===== src/rtl/mpu_pkg.sv =====
// ============================================================================
// Module      : mpu_pkg
// Description : Shared types and constants for the systolic MPU controller.
// Revision    : 1.0 - initial release
// ============================================================================
`default_nettype none

package mpu_pkg;

    localparam int N_DEFAULT     = 4;
    localparam int K_MAX_DEFAULT = 16;
    localparam int LOAD_CYCLES   = 2;

    typedef enum logic [2:0] {
        ST_IDLE  = 3'd0,
        ST_LOAD  = 3'd1,
        ST_FEED  = 3'd2,
        ST_DRAIN = 3'd3,
        ST_DONE  = 3'd4
    } state_t;

endpackage : mpu_pkg

`default_nettype wire


===== src/rtl/mpu_skew.sv =====
// ============================================================================
// Module      : mpu_skew
// Description : Diagonal activation skew: lane i is fed vectors t-i while
//               i <= t < i+k, producing the wavefront the systolic array needs.
// Revision    : 1.0 - initial release
// ============================================================================
`default_nettype none

module mpu_skew
    import mpu_pkg::*;
#(
    parameter int N     = N_DEFAULT,
    parameter int K_MAX = K_MAX_DEFAULT,
    parameter int TW    = $clog2(K_MAX + N)
) (
    input  logic                          active,
    input  logic [TW-1:0]                 t,
    input  logic [$clog2(K_MAX+1)-1:0]    k,
    output logic [N-1:0]                  feed_en,
    output logic [N*$clog2(K_MAX)-1:0]    feed_idx
);

    localparam int IW = $clog2(K_MAX);
    localparam int EW = TW + 1;

    genvar i;
    for (i = 0; i < N; i++) begin : g_lane
        localparam logic [TW-1:0] c_lane   = TW'(i);
        localparam logic [EW-1:0] c_lane_e = EW'(i);

        logic [EW-1:0] w_t_ext;
        logic [EW-1:0] w_end;
        logic [IW-1:0] w_idx;
        logic          w_en;

        // One extra bit keeps i+k from wrapping at the top of the range.
        assign w_t_ext = {1'b0, t};
        assign w_end   = c_lane_e + EW'(k);
        assign w_idx   = IW'(t - c_lane);
        assign w_en    = active && (w_t_ext >= c_lane_e) && (w_t_ext < w_end);

        assign feed_en[i]             = w_en;
        assign feed_idx[i*IW +: IW]   = w_en ? w_idx : '0;
    end

endmodule : mpu_skew

`default_nettype wire


===== src/rtl/mpu_ctrl.sv =====
// ============================================================================
// Module      : mpu_ctrl
// Description : Job sequencer for an N x N int8 systolic array: weight load,
//               skewed activation feed, pipeline drain and completion pulse.
// Revision    : 1.0 - initial release
// ============================================================================
`default_nettype none

module mpu_ctrl
    import mpu_pkg::*;
#(
    parameter int N     = N_DEFAULT,
    parameter int K_MAX = K_MAX_DEFAULT
) (
    input  logic                          clk,
    input  logic                          rst,
    input  logic                          start,
    input  logic [$clog2(K_MAX+1)-1:0]    k_len,
    input  logic                          abort,
    output logic                          busy,
    output logic                          done,
    output logic                          err,
    output logic                          arr_rst,
    output logic [N-1:0]                  feed_en,
    output logic [N*$clog2(K_MAX)-1:0]    feed_idx,
    output logic                          res_valid
);

    localparam int KW = $clog2(K_MAX + 1);
    localparam int TW = $clog2(K_MAX + N);
    localparam int CW = $clog2(N + LOAD_CYCLES);

    localparam logic [CW-1:0] c_load_last  = CW'(LOAD_CYCLES - 1);
    localparam logic [CW-1:0] c_drain_last = CW'(N - 1);
    localparam logic [TW-1:0] c_skew_span  = TW'(N - 2);
    localparam logic [KW-1:0] c_k_max      = KW'(K_MAX);

    state_t        r_state;
    logic [KW-1:0] r_k;
    logic [TW-1:0] r_t;
    logic [CW-1:0] r_cnt;
    logic          r_busy;
    logic          r_done;
    logic          r_err;
    logic          r_arr_rst;

    logic          w_k_legal;
    logic [TW-1:0] w_t_last;
    logic          w_feeding;

    assign w_k_legal = (k_len != '0) && (k_len <= c_k_max);
    assign w_t_last  = TW'(r_k) + c_skew_span;
    assign w_feeding = (r_state == ST_FEED);

    // All counters stop at their terminal value; the state change there
    // is what moves the job forward, so they never wrap.
    always_ff @(posedge clk or negedge rst) begin
        if (!rst) begin
            r_state   <= ST_IDLE;
            r_k       <= '0;
            r_t       <= '0;
            r_cnt     <= '0;
            r_busy    <= 1'b0;
            r_done    <= 1'b0;
            r_err     <= 1'b0;
            r_arr_rst <= 1'b0;
        end else begin
            r_err     <= 1'b0;
            r_done    <= 1'b0;
            r_arr_rst <= 1'b1;
            case (r_state)
                ST_IDLE: begin
                    if (start) begin
                        if (w_k_legal) begin
                            r_state   <= ST_LOAD;
                            r_k       <= k_len;
                            r_cnt     <= '0;
                            r_t       <= '0;
                            r_busy    <= 1'b1;
                            r_arr_rst <= 1'b0;
                        end else begin
                            r_err     <= 1'b1;
                        end
                    end
                end
                ST_LOAD: begin
                    if (abort) begin
                        r_state <= ST_IDLE;
                        r_busy  <= 1'b0;
                        r_cnt   <= '0;
                        r_t     <= '0;
                    end else if (r_cnt == c_load_last) begin
                        r_state <= ST_FEED;
                        r_t     <= '0;
                    end else begin
                        r_cnt     <= r_cnt + CW'(1);
                        r_arr_rst <= 1'b0;
                    end
                end
                ST_FEED: begin
                    if (abort) begin
                        r_state <= ST_IDLE;
                        r_busy  <= 1'b0;
                        r_cnt   <= '0;
                        r_t     <= '0;
                    end else if (r_t == w_t_last) begin
                        r_state <= ST_DRAIN;
                        r_cnt   <= '0;
                    end else begin
                        r_t     <= r_t + TW'(1);
                    end
                end
                ST_DRAIN: begin
                    if (abort) begin
                        r_state <= ST_IDLE;
                        r_busy  <= 1'b0;
                        r_cnt   <= '0;
                        r_t     <= '0;
                    end else if (r_cnt == c_drain_last) begin
                        r_state <= ST_DONE;
                        r_done  <= 1'b1;
                    end else begin
                        r_cnt   <= r_cnt + CW'(1);
                    end
                end
                ST_DONE: begin
                    r_state <= ST_IDLE;
                    r_busy  <= 1'b0;
                    r_cnt   <= '0;
                    r_t     <= '0;
                end
                default: begin
                    r_state <= ST_IDLE;
                    r_busy  <= 1'b0;
                    r_cnt   <= '0;
                    r_t     <= '0;
                end
            endcase
        end
    end

    mpu_skew #(
        .N     (N),
        .K_MAX (K_MAX),
        .TW    (TW)
    ) u_skew (
        .active   (w_feeding),
        .t        (r_t),
        .k        (r_k),
        .feed_en  (feed_en),
        .feed_idx (feed_idx)
    );

    assign busy      = r_busy;
    assign done      = r_done;
    assign res_valid = r_done;
    assign err       = r_err;
    assign arr_rst   = r_arr_rst;

endmodule : mpu_ctrl

`default_nettype wire


===== config.mk =====
export PLATFORM = sky130hd
export DESIGN_NAME = mpu_ctrl
export DESIGN_NICKNAME = d
export VERILOG_FILES = /design/src/rtl/mpu_pkg.sv /design/src/rtl/mpu_skew.sv /design/src/rtl/mpu_ctrl.sv
export SDC_FILE = /design/constraint.sdc
export NUM_CORES = 1
export LEC_CHECK = 0
export BUFFER_PORTS_ARGS = -buffer_cell sky130_fd_sc_hd__buf_2
export CAP_MARGIN = 15
export CELL_PAD_IN_SITES_DETAIL_PLACEMENT = 0
export CELL_PAD_IN_SITES_GLOBAL_PLACEMENT = 2
export CORE_MARGIN = 10
export CORE_UTILIZATION = 37
export DETAILED_ROUTE_END_ITERATION = 8
export HOLD_SLACK_MARGIN = 0.12
export PLACE_DENSITY = 0.95
export SLEW_MARGIN = 15
export SYNTH_ARGS = -nofsm -noshare
export SYNTH_HDL_FRONTEND = slang
export SYNTH_SLANG_ARGS = --single-unit

===== constraint.sdc =====
create_clock -name clk -period 4.2 [get_ports clk]
set_input_delay 0.84 -clock clk [delete_from_list [all_inputs] [get_ports clk]]
set_output_delay 0.84 -clock clk [all_outputs]
set_load 0.01 [all_outputs]

After elaboration in Yosys (flattened, before gate mapping)
Cells that the tools add are included.
{ "word_totals": {"word_cells": 103, "reg_bits": 20, "output_inout_bits": 25} }
{ "op_classes": {"magnitude_cmp": 9, "eq_ne": 16, "n_mux": 44, "addsub": 9, "n_reduce_logical": 17} }
{ "ops": {"columns": ["op", "count"], "rows": [
  ["3-bit 2-to-1 mux", 16],
  ["5-bit 2-to-1 mux", 7],
  ["3-bit one-hot mux with 4 select lines", 2],
  ["5-bit one-hot mux with 4 select lines", 1],
  ["5-bit by 6-bit less-than comparator with 1-bit output", 3],
  ["3-bit != test (second input constant)", 6],
  ["4-bit 2-to-1 mux", 4],
  ["5-bit AND reduction", 3],
  ["2-bit by 5-bit adder with 6-bit output (first input constant)", 2],
  ["1-bit 2-to-1 mux", 12],
  ["5-bit by 1-bit greater-or-equal comparator with 1-bit output (second input constant)", 2],
  ["5-bit by 2-bit greater-or-equal comparator with 1-bit output (second input constant)", 2],
  ["3-bit by 2-bit == test with 1-bit output (second input constant)", 3],
  ["1-bit logical AND", 9],
  ["4-bit by 2-bit subtractor with 4-bit output (second input constant)", 2],
  ["1-bit by 5-bit adder with 6-bit output (first input constant)", 1],
  ["3-bit by 1-bit == test with 1-bit output (second input constant)", 2],
  ["2-bit != test (second input constant)", 3],
  ["3-bit AND reduction", 2],
  ["5-bit by 1-bit adder with 5-bit output (second input constant)", 1],
  ["5-bit by 2-bit adder with 5-bit output (second input constant)", 1],
  ["5-bit == test", 1],
  ["5-bit less-or-equal comparator (second input constant)", 1],
  ["5-bit less-than comparator", 1],
  ["other kinds (7)", 8]
]} }

Depth between registers and ports, before layout
Gate-level depths: netlist (run 1).
{ "depth": {"depth_word": 5, "ltp_mapped": 10} }

Hierarchy
From an unflattened synthesis (run 1), not the netlist that was laid out.
{ "unflattened": {"hier_cells": 225, "hier_area_um2": 1984.4} }
{ "by_module_without_submodules": {"columns": ["module", "area_per_inst_um2", "seq_area_each_um2", "cells_each", "n_inst"], "rows": [
  ["mpu_ctrl", 1098.6, 500.5, 107, 1],
  ["mpu_skew", 885.8, 0.0, 118, 1]
]} }

Least setup slack after synthesis (run 1)
No wires, ideal clock.
{ "synth_timing": {"path_type": "reg-to-output", "start": "reg r_k[2]", "end": "out feed_idx[11]", "arrival_ns": 2.046, "path_slack_ns": 1.314, "path_buffers": 0, "path_stages_with_launch": 9, "path_cell_list": "dfrtp_1 -> ha_1 -> xnor2_1 -> ha_1 -> and2_1 -> a221o_1 -> a21oi_1 -> o21ai_0 -> nor2_1"} }
{ "synth_via": {"elab_chain_len": 4} }
{ "synth_rtl": {"columns": ["item", "line", "rtl"], "rows": [
  ["start, declared", "mpu_ctrl.sv:39", "logic [KW-1:0] r_k;"],
  ["start signal, assigned", "mpu_ctrl.sv:76", "r_k <= k_len;"],
  ["2-bit by 5-bit adder with 6-bit output", "mpu_skew.sv:38", "assign w_end = c_lane_e + EW'(k);"],
  ["5-bit by 6-bit less-than comparator with 1-bit output", "mpu_skew.sv:40", "assign w_en = active && (w_t_ext >= c_lane_e) && (w_t_ext < w_end);"],
  ["1-bit logical AND", "mpu_skew.sv:40", null],
  ["4-bit 2-to-1 mux", "mpu_skew.sv:43", "assign feed_idx[i*IW +: IW] = w_en ? w_idx : '0;"],
  ["end, declared", "mpu_ctrl.sv:25", "output logic [N*$clog2(K_MAX)-1:0] feed_idx,"]
]} }
No other way between the ends.

Worst setup path in the final report (run 1)
{ "layout_timing": {"start": "reg r_k[2]", "end": "out feed_idx[10]"} }
The elaborated chain is that of the path after synthesis.

==> results.json, run 1 <==
{
  "outcome": "complete, no violations",
  "use_met2_pct": 15.5,
  "fin_crit_sh_pct": 82.1,
  "synthDistinctLibCells": 48,
  "instances_no_fill": 304,
  "tritoncts": "built",
  "antenna_left": 0,
  "netlist_area_um2": 1930,
  "yosysWarningCount": 0,
  "final_util_pct": 42.1,
  "wl_mm": 4.22,
  "dr.pass1.iters": 4,
  "ff2ff_setup_slack_ns": 1.57,
  "clkSinkCount": 20,
  "finalNetCount": 278,
  "synth.avg_cell_area_um2": 9.23,
  "insertion_delay_ns": 0.25,
  "ios": 34,
  "drive_gt1_share_pct": 22.2,
  "drc": 0,
  "routed_via_density": 4.92,
  "postCtsSetupBuffers": 0,
  "dp_hpwl_mm": 3.39,
  "grt_max_degree": 21,
  "ctsHoldBuffers": 0,
  "cp-start-kind": "flop",
  "place_congestion": 0.748,
  "synth_ff_type": "dfrtp_1",
  "end_kind": "output port",
  "required_ns": 3.36,
  "clockBufferDepth": 2,
  "grt_overflow": 0,
  "numCtsBuffers": 3,
  "h-tree-depth": 1,
  "cpMaxStageDelayCell": "dfrtp_1",
  "grt_pass1_wl_mm": 7.30,
  "std_cell_rows": 26,
  "die_w_um": 92.2,
  "seq_area_frac_synth_pct": 25.9,
  "cpMostUsedCell": "ha_1",
  "grtUsageMet3_pct": 3.02,
  "syn_to_final_growth_pct": 10.8,
  "portBuffers": 33,
  "timing.final.ws_setup_ns": 0.752,
  "worst-r2r-cell-count": 8,
  "worst_pin_slew_ns": 0.651,
  "relSlewSlack_pct": 56.1,
  "die-height_um": 92.2,
  "routed-via-count": 1495,
  "rsz0062_at_grt": "no",
  "grt_pass1_vias": 1512,
  "wire_per_inst_um": 13.9,
  "met1_usage_pct": 13.7,
  "synth-edff-count": 0,
  "crit_type": "reg2out",
  "drtIter0Drc": 38,
  "cts_root_buf": "clkbuf_8",
  "rr_endpoint": "r_cnt[1]$_DFFE_PN0P_",
  "slowest_delay_ns": 0.47,
  "finalSetupTns_ns": 0,
  "hold_path.class": "in2async",
  "leakage_nw": 1.06,
  "clock_skew_ns": 0.0104,
  "path_clk_slew_ns": 0.07,
  "r2r_start": "r_k[2]$_DFFE_PN0P_",
  "die-area_um2": 8500,
  "netlist_instances": 209,
  "crit_chain": "ha_1 > xnor2_1 > ha_1 > and2_1 > a221o_1 > a21oi_1 > o21ai_0 > nor2_1 > buf_2",
  "syn-num-nets": 251,
  "fmax_mhz": 290,
  "start_util_pct": 38.0,
  "core_area_um2": 5070,
  "pwr_density_cell_nw_per_um2": 474,
  "busiest_layer": "met2",
  "setup_viol": 0,
  "drv_slew": 0,
  "dp.cells": 301,
  "synthArstFlopShare_pct": 100,
  "cts_resized": 0,
  "drv_cap": 0,
  "worstPathMaxFanout": 8,
  "hold_violations": 0,
  "antenna_cells": 0,
  "crit_arrival_ns": 2.61,
  "grt_util_all_layers_pct": 10.1,
  "ir_worst_vdd_mv": 0.263,
  "place_ws_ns": 1.03,
  "ys_seq_elements": 20,
  "layout_common_cells": "33 x ha_1, 33 x buf_2, 20 x dfrtp_1",
  "fin_crit_ns": 3.45,
  "antenna_found_initial": 0
}
## report_power, final
group          internal (W)  switching (W)  leakage (nW)  total, W
clock network     0.0000637      0.0000576        0.0216  0.000121
registers          0.000244      0.0000726         0.260  0.000317
logic              0.000279       0.000296         0.780  0.000575
total              0.000587       0.000426          1.06   0.00101
## critical path, delay by kind of cell, from the launching register on
| kind | cells | cell delay, ns |
|---|---|---|
| compound gates | 3 | 0.68 |
| fa+ha+maj | 2 | 0.55 |
| flops | 1 | 0.47 |
| simple gates | 2 | 0.35 |
| buf+inv | 1 | 0.16 |
| xor+xnor | 1 | 0.14 |
## sequential cells by signal, indices dropped and copies added (netlist names)
signal and count:
done 1, r_cnt 3, err 1, r_t 5
busy 1, r_state 3, r_k 5, arr_rst 1
## final cells by class
| type | instances | area (um^2) |
|---|---|---|
| fill | 535 | 2940 |
| multi-input combinational | 165 | 1290 |
| sequential | 20 | 500 |
| timing repair buffer | 33 | 165 |
| tap | 70 | 87.6 |
| inverter | 13 | 48.8 |
| clock buffer | 3 | 41.3 |
## cells by family after synthesis
logic type	after synthesis	share of synthesized area (%)
flops	20	25.9
fa+ha+maj	33	21.4
buf+inv	24	7.00
xor+xnor	15	6.81
compound gates	39	13.8
simple gates	68	18.7
mux	10	6.35
## synthesized netlist by cell type, types with 2 or more instances
library cell	count	area, um^2
a21boi_0	3	22.5
a21oi_1	9	45.0
a31oi_1	5	31.3
and3_1	2	12.5
buf_4	6	45.0
buf_6	3	33.8
clkbuf_1	2	7.51
dfrtp_1	20	500
ha_1	33	413
inv_1	13	48.8
mux2_2	5	56.3
mux2_4	3	45.0
nand2_1	13	48.8
nand3_1	5	25.0
nor2_1	19	71.3
nor2b_1	5	31.3
nor3_1	5	25.0
nor3b_1	4	30.0
nor4_1	3	18.8
o211ai_1	2	15.0
o21a_1	4	30.0
o21ai_0	5	25.0
o22a_1	2	17.5
xnor2_1	9	78.8
xor2_1	6	52.6
## worst max-delay path by stage
stage,end,slack (ns),start,depth (start not counted)
finish,feed_idx[10],0.75,r_k[2]$_DFFE_PN0P_,9
global route,feed_idx[9],0.54,r_k[2]$_DFFE_PN0P_,9
CTS,feed_idx[10],0.75,r_k[2]$_DFFE_PN0P_,9
detailed placement,feed_idx[10],1.03,r_k[2]$_DFFE_PN0P_,9
global placement,feed_idx[11],1.09,r_k[2]$_DFFE_PN0P_,9
floorplan,feed_idx[11],1.31,r_k[2]$_DFFE_PN0P_,8
## metal layers
layer	share of wire, %	routed length [um]
met1	51	2160
met2	42	1750
met3	6.5	276
met4	0.50	21
met5	0	0
## through the flow
stage | power, W | hold slack [ns] | area (um^2)
after floorplan | 0.000776 | 0.505 | 1930
after global placement | 0.000894 | 0.522 | 2100
after detailed placement | 0.000900 | 0.529 | 2100
after CTS | 0.00103 | 0.533 | 2140
after global routing | 0.00113 | 0.550 | 2140
final | 0.00101 | 0.522 | 2140
(Power assumes the default switching activity.)
==> run 2, diff against run 1 <==
--- a/config.mk
+++ b/config.mk
@@ -10,10 +10,10 @@
 export CELL_PAD_IN_SITES_DETAIL_PLACEMENT = 0
 export CELL_PAD_IN_SITES_GLOBAL_PLACEMENT = 2
 export CORE_MARGIN = 10
-export CORE_UTILIZATION = 37
+export CORE_UTILIZATION = 34
 export DETAILED_ROUTE_END_ITERATION = 8
 export HOLD_SLACK_MARGIN = 0.12
-export PLACE_DENSITY = 0.95
+export PLACE_DENSITY = 0.9
 export SLEW_MARGIN = 15
 export SYNTH_ARGS = -nofsm -noshare
 export SYNTH_HDL_FRONTEND = slang
==> constraint.sdc (replaced) <==
create_clock -name clk -period 3.4 [get_ports clk]
set_input_delay 0.68 -clock clk [delete_from_list [all_inputs] [get_ports clk]]
set_output_delay 0.68 -clock clk [all_outputs]
set_load 0.01 [all_outputs]
==> run 2 against run 1 <==
Highest routed layer unchanged. First-iteration DRC count grew 24%. Critical path depth unchanged. Clock power increased by 52%. Wire length increased by 6.5%. Largest cell class unchanged. Cell count up 1.6%. Utilization fell by 2.7 points. Via count increased by 1.5%. Final area rose by 1.6%. Sequential share of layout area down 0.25 points. Setup slack got worse by 0.54 ns. Clock skew fell by 0.0012 ns. Largest power group unchanged.
==> results.json, run 2 (same netlist as run 1, synthesis figures left out) <==
{
  "fin_hold_ws_ns": 0.356,
  "std_cell_rows": 27,
  "total_power_w": 0.00130,
  "syn_to_final_growth_pct": 12.5,
  "grt_pass1_vias": 1553,
  "timing.final.ws_setup_ns": 0.215,
  "cpMaxStageDelayCell": "dfrtp_2",
  "drive_gt1_share_pct": 24.1,
  "outcome": "complete, no violations",
  "start_util_pct": 35.0,
  "power.switching_w": 0.000544,
  "place_congestion": 0.780,
  "multi_input_area_um2": 1290,
  "routed_via_density": 4.91,
  "routed-wl-met3_um": 319,
  "top_regs": "r_k x5, r_t x5",
  "setup_viol": 0,
  "end_kind": "output port",
  "drv_cap": 0,
  "relSlewSlack_pct": 65.5,
  "routed-via-count": 1517,
  "dr.pass1.iters": 4,
  "drtIter0Drc": 47,
  "wl_mm": 4.49,
  "slowest_delay_ns": 0.47,
  "insertion_delay_ns": 0.26,
  "antenna_cells": 0,
  "leakage_nw": 1.08,
  "cpMostUsedCell": "ha_1",
  "seqCellArea_um2": 503,
  "portBuffers": 33,
  "internal_power_w": 0.000755,
  "worstPathMaxFanout": 8,
  "cts_root_buf": "clkbuf_8",
  "place_ws_ns": 0.449,
  "path_clk_slew_ns": 0.08,
  "die-area_um2": 9090,
  "antenna_left": 0,
  "hold_violations": 0,
  "p_seq_share_pct": 30.2,
  "finalSetupTns_ns": 0,
  "wire_per_inst_um": 14.5,
  "ios": 34,
  "ff2ff_setup_slack_ns": 0.72,
  "clkPwrFrac_pct": 14.2,
  "top_layer": "met4",
  "core_area_um2": 5510,
  "clockBufferDepth": 2,
  "tritoncts": "built",
  "required_ns": 2.72,
  "nFillCells": 566,
  "layout_common_cells": "33 x ha_1, 33 x buf_2, 19 x nor2_1",
  "fmax_mhz": 314,
  "fin_crit_ns": 3.19,
  "hold_path.class": "in2async",
  "p_sw_share_pct": 41.9,
  "grt_pass1_wl_mm": 7.57,
  "drc": 0,
  "antenna_found_initial": 0,
  "met2_length_mm": 1.99,
  "instances_no_fill": 309,
  "grt_max_degree": 21,
  "grt_overflow": 0,
  "worst_pin_slew_ns": 0.511,
  "clock_skew_ns": 0.00916,
  "rsz0062_at_grt": "no",
  "dp.cells": 305,
  "die_w_um": 95.3,
  "cp-start-kind": "flop",
  "pwr_density_cell_nw_per_um2": 599,
  "crit_type": "reg2out",
  "ir_worst_vdd_mv": 0.347,
  "clkSinkCount": 20,
  "power_frac_comb_pct": 55.6,
  "finalNetCount": 280,
  "fin_crit_sh_pct": 93.7,
  "grt_util_all_layers_pct": 10.2,
  "crit_arrival_ns": 2.51,
  "h-tree-depth": 1,
  "numCtsBuffers": 3,
  "crit_chain": "ha_1 > xnor2_1 > ha_1 > and2_1 > a221o_1 > a21oi_1 > o21ai_0 > nor2_1 > buf_2",
  "die-height_um": 95.3,
  "ctsHoldBuffers": 0,
  "wl_met1_mm": 2.14,
  "drv_slew": 0,
  "dp_hpwl_mm": 3.62
}
==> run 2: cell count changes in the layout (fill, tap and decap cells not counted) <==
cell | before | now
buf_4 | 0 | 2
clkbuf_8 | 3 | 4
dfrtp_1 | 20 | 18
dfrtp_2 | 0 | 2
==> run 2: path summary, 6_finish.rpt <==
check | depth (start not counted) | from | end
setup / recovery | 9 | r_k[2]$_DFFE_PN0P_ | feed_idx[11]
hold / removal | 1 | rst | r_cnt[1]$_DFFE_PN0P_
setup reg to reg | 8 | r_k[2]$_DFFE_PN0P_ | r_cnt[1]$_DFFE_PN0P_
hold reg to reg | 1 | r_cnt[2]$_DFFE_PN0P_ | r_cnt[2]$_DFFE_PN0P_
max in group asynchronous | 1 | rst | r_k[1]$_DFFE_PN0P_
min in group clk | 1 | r_cnt[2]$_DFFE_PN0P_ | r_cnt[2]$_DFFE_PN0P_
==> run 2: critical path, delay by kind of cell (launching register included) <==
kind | cells | cell delay, ns
compound gates | 3 | 0.63
fa+ha+maj | 2 | 0.54
flops | 1 | 0.47
simple gates | 2 | 0.34
xor+xnor | 1 | 0.14
buf+inv | 1 | 0.14
==> run 2: layout make-up <==
type	count	area share, %
repair buffers	35	8.30
well taps	72	4.15
clock buffers	4	2.54
inverters	13	2.25
flip-flops and latches	20	23.2
multi-input cells	165	59.6
==> run 2: power by group through the flow <==
stage	registers, W	clock network (W)	logic, W
2_1_floorplan	0.000375	0	0.000584
5_1_grt	0.000407	0.000197	0.000825
4_1_cts	0.000390	0.000188	0.000736
3_3_place_gp	0.000390	0	0.000724
6_report	0.000393	0.000184	0.000722
3_5_place_dp	0.000394	0	0.000728
==> run 2: what timing repair did <==
item,in CTS,in global routing
endpoints found under the setup margin,0,5
gates resized for setup,0,2
buffers inserted,0,0
==> run 2: stage by stage <==
| stage | util [%] | instance area (um^2) |
|---|---|---|
| 3_3_place_gp | 38.4 | 2110 |
| 4_1_cts | 39.4 | 2170 |
| 5_1_grt | 39.4 | 2170 |
| 3_5_place_dp | 38.4 | 2110 |
| 2_1_floorplan | - | 1930 |
| 6_report | 39.4 | 2170 |
==> run 2: routing by layer <==
layer | track usage, % | up-vias
li1 | - | 789
met1 | 12.6 | 692
met2 | 17.0 | 32
met3 | 2.83 | 4
met4 | 2.62 | 0
met5 | 0 | -
==> run 3, diff against run 2 <==
--- a/config.mk
+++ b/config.mk
@@ -9,7 +9,6 @@
 export CAP_MARGIN = 15
 export CELL_PAD_IN_SITES_DETAIL_PLACEMENT = 0
 export CELL_PAD_IN_SITES_GLOBAL_PLACEMENT = 2
-export CORE_MARGIN = 10
 export CORE_UTILIZATION = 34
 export DETAILED_ROUTE_END_ITERATION = 8
 export HOLD_SLACK_MARGIN = 0.12
==> run 3 against run 2 <==
Maximum frequency rose by 0.11%. Sequential cell count did not move. Worst hold slack improved by 0.011 ns. Setup slack improved by 0.0035 ns. Register-to-register slack barely moved. Clock-buffer cell count did not move. Critical path depth did not move. Combinational power barely moved. Cell count did not move. Die area fell by 34%. Critical path type unchanged. Largest cell class unchanged. Largest power group unchanged.
==> results.json, run 3 (same netlist as run 1, synthesis figures left out) <==
{
  "power_frac_comb_pct": 55.5,
  "std_cell_rows": 27,
  "numCtsBuffers": 3,
  "worst_pin_slew_ns": 0.481,
  "timing.final.ws_setup_ns": 0.218,
  "slowest_delay_ns": 0.48,
  "ctsHoldBuffers": 0,
  "fin_crit_sh_pct": 93.6,
  "internal_power_w": 0.000754,
  "antenna_left": 0,
  "hold_path.class": "in2async",
  "finalNetCount": 280,
  "clkPwrFrac_pct": 13.9,
  "routed-via-count": 1534,
  "leakage_nw": 1.08,
  "cpMaxStageDelayCell": "dfrtp_2",
  "insertion_delay_ns": 0.25,
  "die-area_um2": 5980,
  "outcome": "complete, no violations",
  "cts_root_buf": "clkbuf_8",
  "syn_to_final_growth_pct": 12.5,
  "crit_chain": "ha_1 > xnor2_1 > ha_1 > and2_1 > a221o_1 > a21oi_1 > o21ai_1 > nor2_1 > buf_2",
  "grt_overflow": 0,
  "finalSetupTns_ns": 0,
  "antenna_found_initial": 0,
  "cp-start-kind": "flop",
  "top_regs": "r_k x5, r_t x5",
  "portBuffers": 33,
  "h-tree-depth": 1,
  "path_clk_slew_ns": 0.07,
  "grt_pass1_wl_mm": 7.38,
  "clock_skew_ns": 0.00186,
  "p_seq_share_pct": 30.7,
  "drtIter0Drc": 62,
  "fmax_mhz": 314,
  "power.switching_w": 0.000546,
  "clockBufferDepth": 2,
  "wire_per_inst_um": 13.9,
  "dr.pass1.iters": 4,
  "path_buf_inv": 1,
  "grt_pass1_vias": 1578,
  "dp_hpwl_mm": 3.38,
  "drv_slew": 0,
  "rsz0062_at_grt": "no",
  "fin_crit_ns": 3.18,
  "die-height_um": 77.3,
  "ios": 34,
  "clkSinkCount": 20,
  "die_w_um": 77.3,
  "crit_arrival_ns": 2.50,
  "pwr_density_cell_nw_per_um2": 599,
  "ir_worst_vdd_mv": 0.341,
  "p_sw_share_pct": 42.0,
  "nFillCells": 576,
  "core_area_um2": 5470,
  "grt_util_all_layers_pct": 15.3,
  "postCtsSetupBuffers": 0,
  "tritoncts": "built",
  "grt_max_degree": 21,
  "crit_type": "reg2out",
  "relSlewSlack_pct": 67.9,
  "crit_family": "compound AO/OA/AOI/OAI gates",
  "antenna_cells": 0,
  "worstPathMaxFanout": 8,
  "hold_violations": 0,
  "layout_common_cells": "33 x ha_1, 33 x buf_2, 19 x nor2_1, 19 x dfrtp_1",
  "drc": 0,
  "cpMostUsedCell": "ha_1",
  "place_ws_ns": 0.384,
  "drive_gt1_share_pct": 23.6,
  "routed_via_density": 4.96,
  "place_congestion": 0.796,
  "wl_mm": 4.28,
  "required_ns": 2.72,
  "end_kind": "output port",
  "start_util_pct": 35.3,
  "drv_cap": 0,
  "setup_viol": 0
}
-- run 3: cell counts in the layout (fill, tap and decap cells not counted) --
Identical to the previous run, type by type.
-- run 3: what timing repair did --
item	in CTS	in global routing
setup endpoints to repair	0	7
gates resized for setup	0	2
endpoints found under the hold margin	0	0
-- run 3: through the flow --
| stage | util (%) | area [um^2] | hold slack [ns] | total power (W) | instances |
|---|---|---|---|---|---|
| after floorplan | - | 1930 | 0.384 | 0.000959 | 209 |
| after global placement | 38.6 | 2110 | 0.521 | 0.00112 | 305 |
| after detailed placement | 38.6 | 2110 | 0.521 | 0.00112 | 305 |
| after CTS | 39.6 | 2170 | 0.376 | 0.00131 | 309 |
| after global routing | 39.6 | 2170 | 0.394 | 0.00144 | 309 |
| final | 39.6 | 2170 | 0.367 | 0.00130 | 309 |
-- run 3: layer usage --
metal / part of all wire, % / global-route usage [%] / vias to the layer above
li1: - / - / 784
met1: 48 / 19.4 / 718
met4: 0.51 / 3.58 / 0
met5: 0 / 0 / -
met2: 49 / 28.0 / 30
met3: 2.7 / 1.41 / 2
-- run 3: layout make-up --
type / instances / area (um^2) / area share [%]
Clock buffer: 4 / 55.1 / 2.54
Inverter: 13 / 48.8 / 2.25
Multi-Input combinational cell: 165 / 1290 / 59.6
Sequential cell: 20 / 502 / 23.1
Tap cell: 72 / 90.1 / 4.15
Timing Repair Buffer: 35 / 180 / 8.30
-- run 3: power by group through the flow --
stage / registers (W) / logic (W) / clock network [W]
after floorplan: 0.000375 / 0.000584 / 0
after global placement: 0.000396 / 0.000719 / 0
after detailed placement: 0.000400 / 0.000723 / 0
after CTS: 0.000397 / 0.000728 / 0.000185
after global routing: 0.000416 / 0.000828 / 0.000192
final: 0.000399 / 0.000721 / 0.000180
-- run 3: final timing paths --
check / startpoint / slack [ns] / end / cells past startpoint
hold reg to reg: r_cnt[2]$_DFFE_PN0P_ / 0.54 / r_cnt[2]$_DFFE_PN0P_ / 1
setup reg to reg: r_k[2]$_DFFE_PN0P_ / 0.71 / r_cnt[1]$_DFFE_PN0P_ / 8
min in group clk: r_cnt[2]$_DFFE_PN0P_ / 0.54 / r_cnt[2]$_DFFE_PN0P_ / 1
hold / removal: rst / 0.37 / r_cnt[1]$_DFFE_PN0P_ / 1
setup / recovery: r_k[2]$_DFFE_PN0P_ / 0.22 / feed_idx[9] / 9
max in group asynchronous: rst / 2.69 / r_k[2]$_DFFE_PN0P_ / 1
